### src/rtl/add_round_key_stage.sv
`default_nettype none
// ============================================================================
//  Module      : add_round_key_stage
//  Description : AES-128 AddRoundKey stage with on-the-fly key expansion and
//                a one-deep valid/ready output register.
//  Revision    : 1.0  initial release
// ============================================================================
module add_round_key_stage #(
  parameter int NR = 10
) (
  input  logic         clk,
  input  logic         rst_n,
  input  logic         key_load,
  input  logic [127:0] key_in,
  input  logic         in_valid,
  output logic         in_ready,
  input  logic [127:0] data_in,
  output logic         out_valid,
  input  logic         out_ready,
  output logic [127:0] data_out,
  output logic [3:0]   round_out,
  output logic         last_round
);

  generate
    if (NR != 10) begin : g_nr_unsupported
      $error("add_round_key_stage supports only NR = 10");
    end
  endgenerate

  localparam logic [3:0] c_last = 4'(NR);

  localparam logic [0:255][7:0] c_sbox = {
    8'h63, 8'h7c, 8'h77, 8'h7b, 8'hf2, 8'h6b, 8'h6f, 8'hc5, 8'h30, 8'h01, 8'h67, 8'h2b, 8'hfe, 8'hd7, 8'hab, 8'h76,
    8'hca, 8'h82, 8'hc9, 8'h7d, 8'hfa, 8'h59, 8'h47, 8'hf0, 8'had, 8'hd4, 8'ha2, 8'haf, 8'h9c, 8'ha4, 8'h72, 8'hc0,
    8'hb7, 8'hfd, 8'h93, 8'h26, 8'h36, 8'h3f, 8'hf7, 8'hcc, 8'h34, 8'ha5, 8'he5, 8'hf1, 8'h71, 8'hd8, 8'h31, 8'h15,
    8'h04, 8'hc7, 8'h23, 8'hc3, 8'h18, 8'h96, 8'h05, 8'h9a, 8'h07, 8'h12, 8'h80, 8'he2, 8'heb, 8'h27, 8'hb2, 8'h75,
    8'h09, 8'h83, 8'h2c, 8'h1a, 8'h1b, 8'h6e, 8'h5a, 8'ha0, 8'h52, 8'h3b, 8'hd6, 8'hb3, 8'h29, 8'he3, 8'h2f, 8'h84,
    8'h53, 8'hd1, 8'h00, 8'hed, 8'h20, 8'hfc, 8'hb1, 8'h5b, 8'h6a, 8'hcb, 8'hbe, 8'h39, 8'h4a, 8'h4c, 8'h58, 8'hcf,
    8'hd0, 8'hef, 8'haa, 8'hfb, 8'h43, 8'h4d, 8'h33, 8'h85, 8'h45, 8'hf9, 8'h02, 8'h7f, 8'h50, 8'h3c, 8'h9f, 8'ha8,
    8'h51, 8'ha3, 8'h40, 8'h8f, 8'h92, 8'h9d, 8'h38, 8'hf5, 8'hbc, 8'hb6, 8'hda, 8'h21, 8'h10, 8'hff, 8'hf3, 8'hd2,
    8'hcd, 8'h0c, 8'h13, 8'hec, 8'h5f, 8'h97, 8'h44, 8'h17, 8'hc4, 8'ha7, 8'h7e, 8'h3d, 8'h64, 8'h5d, 8'h19, 8'h73,
    8'h60, 8'h81, 8'h4f, 8'hdc, 8'h22, 8'h2a, 8'h90, 8'h88, 8'h46, 8'hee, 8'hb8, 8'h14, 8'hde, 8'h5e, 8'h0b, 8'hdb,
    8'he0, 8'h32, 8'h3a, 8'h0a, 8'h49, 8'h06, 8'h24, 8'h5c, 8'hc2, 8'hd3, 8'hac, 8'h62, 8'h91, 8'h95, 8'he4, 8'h79,
    8'he7, 8'hc8, 8'h37, 8'h6d, 8'h8d, 8'hd5, 8'h4e, 8'ha9, 8'h6c, 8'h56, 8'hf4, 8'hea, 8'h65, 8'h7a, 8'hae, 8'h08,
    8'hba, 8'h78, 8'h25, 8'h2e, 8'h1c, 8'ha6, 8'hb4, 8'hc6, 8'he8, 8'hdd, 8'h74, 8'h1f, 8'h4b, 8'hbd, 8'h8b, 8'h8a,
    8'h70, 8'h3e, 8'hb5, 8'h66, 8'h48, 8'h03, 8'hf6, 8'h0e, 8'h61, 8'h35, 8'h57, 8'hb9, 8'h86, 8'hc1, 8'h1d, 8'h9e,
    8'he1, 8'hf8, 8'h98, 8'h11, 8'h69, 8'hd9, 8'h8e, 8'h94, 8'h9b, 8'h1e, 8'h87, 8'he9, 8'hce, 8'h55, 8'h28, 8'hdf,
    8'h8c, 8'ha1, 8'h89, 8'h0d, 8'hbf, 8'he6, 8'h42, 8'h68, 8'h41, 8'h99, 8'h2d, 8'h0f, 8'hb0, 8'h54, 8'hbb, 8'h16
  };

  logic         r_key_valid;
  logic [127:0] r_base_key;
  logic [127:0] r_rk;
  logic [7:0]   r_rcon;
  logic [3:0]   r_round;

  logic         w_accept;
  logic [31:0]  w_rot;
  logic [31:0]  w_temp;
  logic [31:0]  w_w0, w_w1, w_w2, w_w3;
  logic [127:0] w_rk_next;
  logic [7:0]   w_rcon_next;

  assign in_ready = r_key_valid && !key_load && (!out_valid || out_ready);
  assign w_accept = in_valid && in_ready;

  // One key-expansion step: RotWord, SubWord, Rcon, then the chained word XORs.
  assign w_rot  = {r_rk[23:0], r_rk[31:24]};
  assign w_temp = {c_sbox[w_rot[31:24]] ^ r_rcon, c_sbox[w_rot[23:16]],
                   c_sbox[w_rot[15:8]], c_sbox[w_rot[7:0]]};
  assign w_w0   = r_rk[127:96] ^ w_temp;
  assign w_w1   = r_rk[95:64]  ^ w_w0;
  assign w_w2   = r_rk[63:32]  ^ w_w1;
  assign w_w3   = r_rk[31:0]   ^ w_w2;
  assign w_rk_next   = {w_w0, w_w1, w_w2, w_w3};
  assign w_rcon_next = {r_rcon[6:0], 1'b0} ^ (r_rcon[7] ? 8'h1b : 8'h00);

  always_ff @(posedge clk or negedge rst_n) begin
    if (!rst_n) begin
      r_key_valid <= 1'b0;
      r_base_key  <= '0;
      r_rk        <= '0;
      r_rcon      <= 8'h01;
      r_round     <= '0;
      out_valid   <= 1'b0;
      data_out    <= '0;
      round_out   <= '0;
      last_round  <= 1'b0;
    end else if (key_load) begin
      r_base_key  <= key_in;
      r_rk        <= key_in;
      r_rcon      <= 8'h01;
      r_round     <= '0;
      r_key_valid <= 1'b1;
      out_valid   <= 1'b0;
    end else if (w_accept) begin
      data_out   <= data_in ^ r_rk;
      round_out  <= r_round;
      last_round <= (r_round == c_last);
      out_valid  <= 1'b1;
      // After the final round, rewind to the cipher key for the next block.
      if (r_round == c_last) begin
        r_rk    <= r_base_key;
        r_rcon  <= 8'h01;
        r_round <= '0;
      end else begin
        r_rk    <= w_rk_next;
        r_rcon  <= w_rcon_next;
        r_round <= r_round + 4'd1;
      end
    end else if (out_valid && out_ready) begin
      out_valid <= 1'b0;
    end
  end

endmodule
`default_nettype wire

### config.mk
export PLATFORM = sky130hd
export DESIGN_NAME = add_round_key_stage
export DESIGN_NICKNAME = d
export VERILOG_FILES = /design/src/rtl/add_round_key_stage.sv
export SDC_FILE = /design/constraint.sdc
export NUM_CORES = 2
export LEC_CHECK = 0
export ABC_AREA = 1
export CORE_UTILIZATION = 55
export CTS_CLUSTER_DIAMETER = 200
export CTS_CLUSTER_SIZE = 28
export DETAILED_ROUTE_END_ITERATION = 7
export PLACE_DENSITY_LB_ADDON = 0.2
export SYNTH_ARGS = -nofsm -noshare
export SYNTH_HDL_FRONTEND = slang
export SYNTH_SLANG_ARGS = --single-unit
### constraint.sdc
create_clock -name clk -period 3.2 [get_ports clk]
set_input_delay 0.64 -clock clk [delete_from_list [all_inputs] [get_ports clk]]
set_output_delay 0.64 -clock clk [all_outputs]
set_load 0.03 [all_outputs]
==> reports/summary.txt <==
Top Ports -> 396
DR vias/cell -> 6.41
Synth Warn # -> 0
Yosys cell types -> 36
Most used cell along the critical path -> nand2_1
Register area share after synthesis -> 31.8%
Post-synth EDFFs -> 0
Grt total ovfl -> 0
Synth Flop Type -> dfrtp_1
Slew HR -> 32.2%
Final-report hold violation count -> 0
Critical-path maximum fanout -> 12
R2R Path Start -> r_rk[0]$_DFFE_PN0P_
Critical path origin -> r_rk[0]$_DFFE_PN0P_
Pint -> 0.0115 W
Global-route wire length before repair -> 210000 um
Row Count -> 87
Hold Startpoint -> r_key_valid$_DFFE_PN0P_
Leakage -> 18.6 nW
DRC Markers -> 0
Via count -> 38700
Max-cap viol count -> 0
Clk root buf -> clkbuf_16
Chip width -> 242 um
Final non-filler cell total -> 6041
Most frequent cell after synthesis -> nand2_1
Maximum vdd drop -> 536 uV
Hold Crit Depth -> 2
Placed Cells -> 5999
Final Util -> 66.8%
Setup crit end kind -> flop
Synthesized net count -> 5270
Clock power share -> 12.8%
Max Fclk -> 0.322 GHz
CTS Buf Count -> 18
GRT Resource Usage Total -> 45.6%
Status -> completed
FF-to-FF path depth -> 19
Reg clk slew, reported paths -> 120 ps
Max H-tree Level -> 1
Part of the power in registers -> 29.9%
Fin Clk Skew -> 20.5 ps
PortBufs -> 395
Die height -> 242 um
Starting utilization of the core area -> 56.0%
Placed wire-length estimate -> 101000 um
Crit path kind -> flop to flop
Tightest Pin Transition -> 1020 ps
Synth top area cells -> dfrtp_1, nand3_1, nand2_1
Layout cells sized above 1 -> 6.54%
Most frequent cells after synthesis -> nand2_1, nand3_1, dfrtp_1
Ys async rst share -> 100%
Deepest clock path buffer count -> 3
Core Box Area -> 56700 um2
Fin crit share -> 96.9%
Vias in the first global route -> 35700
Synthesized flop and latch total -> 403
Power density cells -> 592 nW/um2
Setup-failing EPs final -> 0
Initial antenna violation count -> 14
CP Cell Sequence -> buf_4 -> ha_1 -> nand2_1 -> nand2_1 -> nand2_1 -> nand3_1 -> nand3_1 -> nand3_1 -> nand3_1 -> nand2_1 -> nand2_1 -> nand3_1 -> nand2_1 -> nand2_1 -> nand2_1 -> nand2_1 -> nand3_1 -> nand2_1 -> nand2_1
Max stage delay on crit path -> 390 ps
Die footprint -> 58700 um2
Yosys top cell by area -> dfrtp_1
CTS tree -> built
Final WL -> 139000 um
Tmin final -> 3100 ps
Cells after Synth -> 4947
Antenna-violating nets left -> 0
GPL Wtd Cong -> 1.10
Max Slew Vio Count -> 0
Hold Path Class -> flop to flop
Comb pwr share -> 57.3%
Sw frac -> 48.8%
# fillers -> 4929
Netlist Area Pre-Place -> 31700 um2
1st-pass router iterations -> 8
Initial DRC count -> 6360
Clk_lat worst skew -> 580 ps
Data required time at the worst endpoint -> 3630 ps
Startpoint class of the critical path -> flop
RSZ-0062 raised after global routing -> true
Area Growth Syn to Fin -> 19.5%
Top-area cell type share of the netlist area -> 31.7%
Largest net degree at the start of global routing -> 148
Avg WL per Cell -> 23.0 um
Psw -> 0.0109 W
Synth Area per Inst -> 6.41 um2
Clk sinks -> 403
Crit path DAT -> 3530 ps
Nets@finish -> 5587
Slowest CP cell -> dfrtp_1
## critical path: cells and delay by family, from the launching register on
family | cells | cell delay [ps]
AND/OR/NAND/NOR | 17 | 1910
buffers and inverters | 1 | 300
adder cells (fa/ha/maj) | 1 | 360
flip-flops | 1 | 390
## stage by stage
| stage | worst slack [ps] | hold WS, ps | power [W] | cell area, um2 | TNS, ps |
|---|---|---|---|---|---|
| final | 98.3 | 475 | 0.0224 | 37900 | 0 |
| after global routing | -12.5 | 496 | 0.0236 | 37900 | -15.5 |
| after CTS | 57.5 | 478 | 0.0220 | 37800 | 0 |
| after detailed placement | 111 | 452 | 0.0191 | 37300 | 0 |
| after global placement | 96.3 | 439 | 0.0189 | 37300 | 0 |
| after floorplan | 501 | 344 | 0.0144 | 31700 | 0 |
## final timing paths
path,slack [ps],to
worst max-delay path,100,r_rk[10]$_DFFE_PN0P_
worst min-delay path,480,r_key_valid$_DFFE_PN0P_
worst max register to register,100,r_rk[10]$_DFFE_PN0P_
worst min register to register,480,r_key_valid$_DFFE_PN0P_
max in group asynchronous,1750,data_out[77]$_DFFE_PN0P_
min in group asynchronous,570,data_out[1]$_DFFE_PN0P_
## power groups by stage
| stage | Combinational, W | Clock [W] | Sequential, W |
|---|---|---|---|
| 2_1_floorplan | 0.00706 | 0 | 0.00735 |
| 3_3_place_gp | 0.0122 | 0 | 0.00669 |
| 3_5_place_dp | 0.0123 | 0 | 0.00675 |
| 4_1_cts | 0.0124 | 0.00291 | 0.00665 |
| 5_1_grt | 0.0138 | 0.00305 | 0.00677 |
| 6_report | 0.0129 | 0.00287 | 0.00670 |
## kinds of logic (layout without fill, tap and decap cells)
logic type / count (synthesis) / after routing / synth area share, %
DFF: 403 / 403 / 31.8
AOI/OAI and AO/OA: 638 / 638 / 11.5
xor gates and xnor gates: 140 / 140 / 3.86
other: 0 / 13 / 0
adders and majority gates: 62 / 62 / 2.44
buffers and inverters: 627 / 952 / 8.57
and+or+nand+nor: 3077 / 3077 / 41.8
## final cells by class
class | instances | area [um2] | share of cell area, %
Multi-Input combinational cell | 3917 | 19000 | 50.1
Clock buffer | 27 | 505 | 1.33
Tap cell | 756 | 946 | 2.49
Timing Repair Buffer | 628 | 6180 | 16.3
Clock inverter | 1 | 20.0 | 0.0528
Antenna cell | 13 | 32.5 | 0.0858
Inverter | 296 | 1130 | 2.97
Sequential cell | 403 | 10100 | 26.6
## what timing repair did
item	4_1_cts	5_1_grt
setup endpoints to repair	0	37
hold buffers	1	0
setup buffers	0	0
gates resized for setup	0	27
hold endpoints to repair	34	0
## state kept, by name, indices dropped and copies added, names as in the netlist
name         count
out_valid        1
r_rcon           8
data_out       128
round_out        4
r_base_key     128
r_key_valid      1
r_rk           128
last_round       1
r_round          4
## metal layers
metal	part of all wire (%)	vias up	wire length, um	track usage [%]
met5	0.023	-	32	0
met4	6.6	6	9180	24.8
met2	43	3030	60200	69.7
met1	37	17900	52000	60.8
met3	13	600	17400	8.85
li1	-	17100	-	-
## placed cells by master, fill, tap and decap left out, drive strengths merged, types with 27 or more instances in the layout
cell type,Yosys,layout
nand2,1616,1616
nand3,1227,1227
dfrtp,402,402
clkdlybuf4s50,0,393
o21ai,313,313
inv,288,287
buf,202,234
nor2,213,213
a21oi,176,176
xnor2,132,132
o211ai,71,71
ha,62,62
o221ai,57,57
clkbuf,129,27
Power figures use the tool's default switching activity.
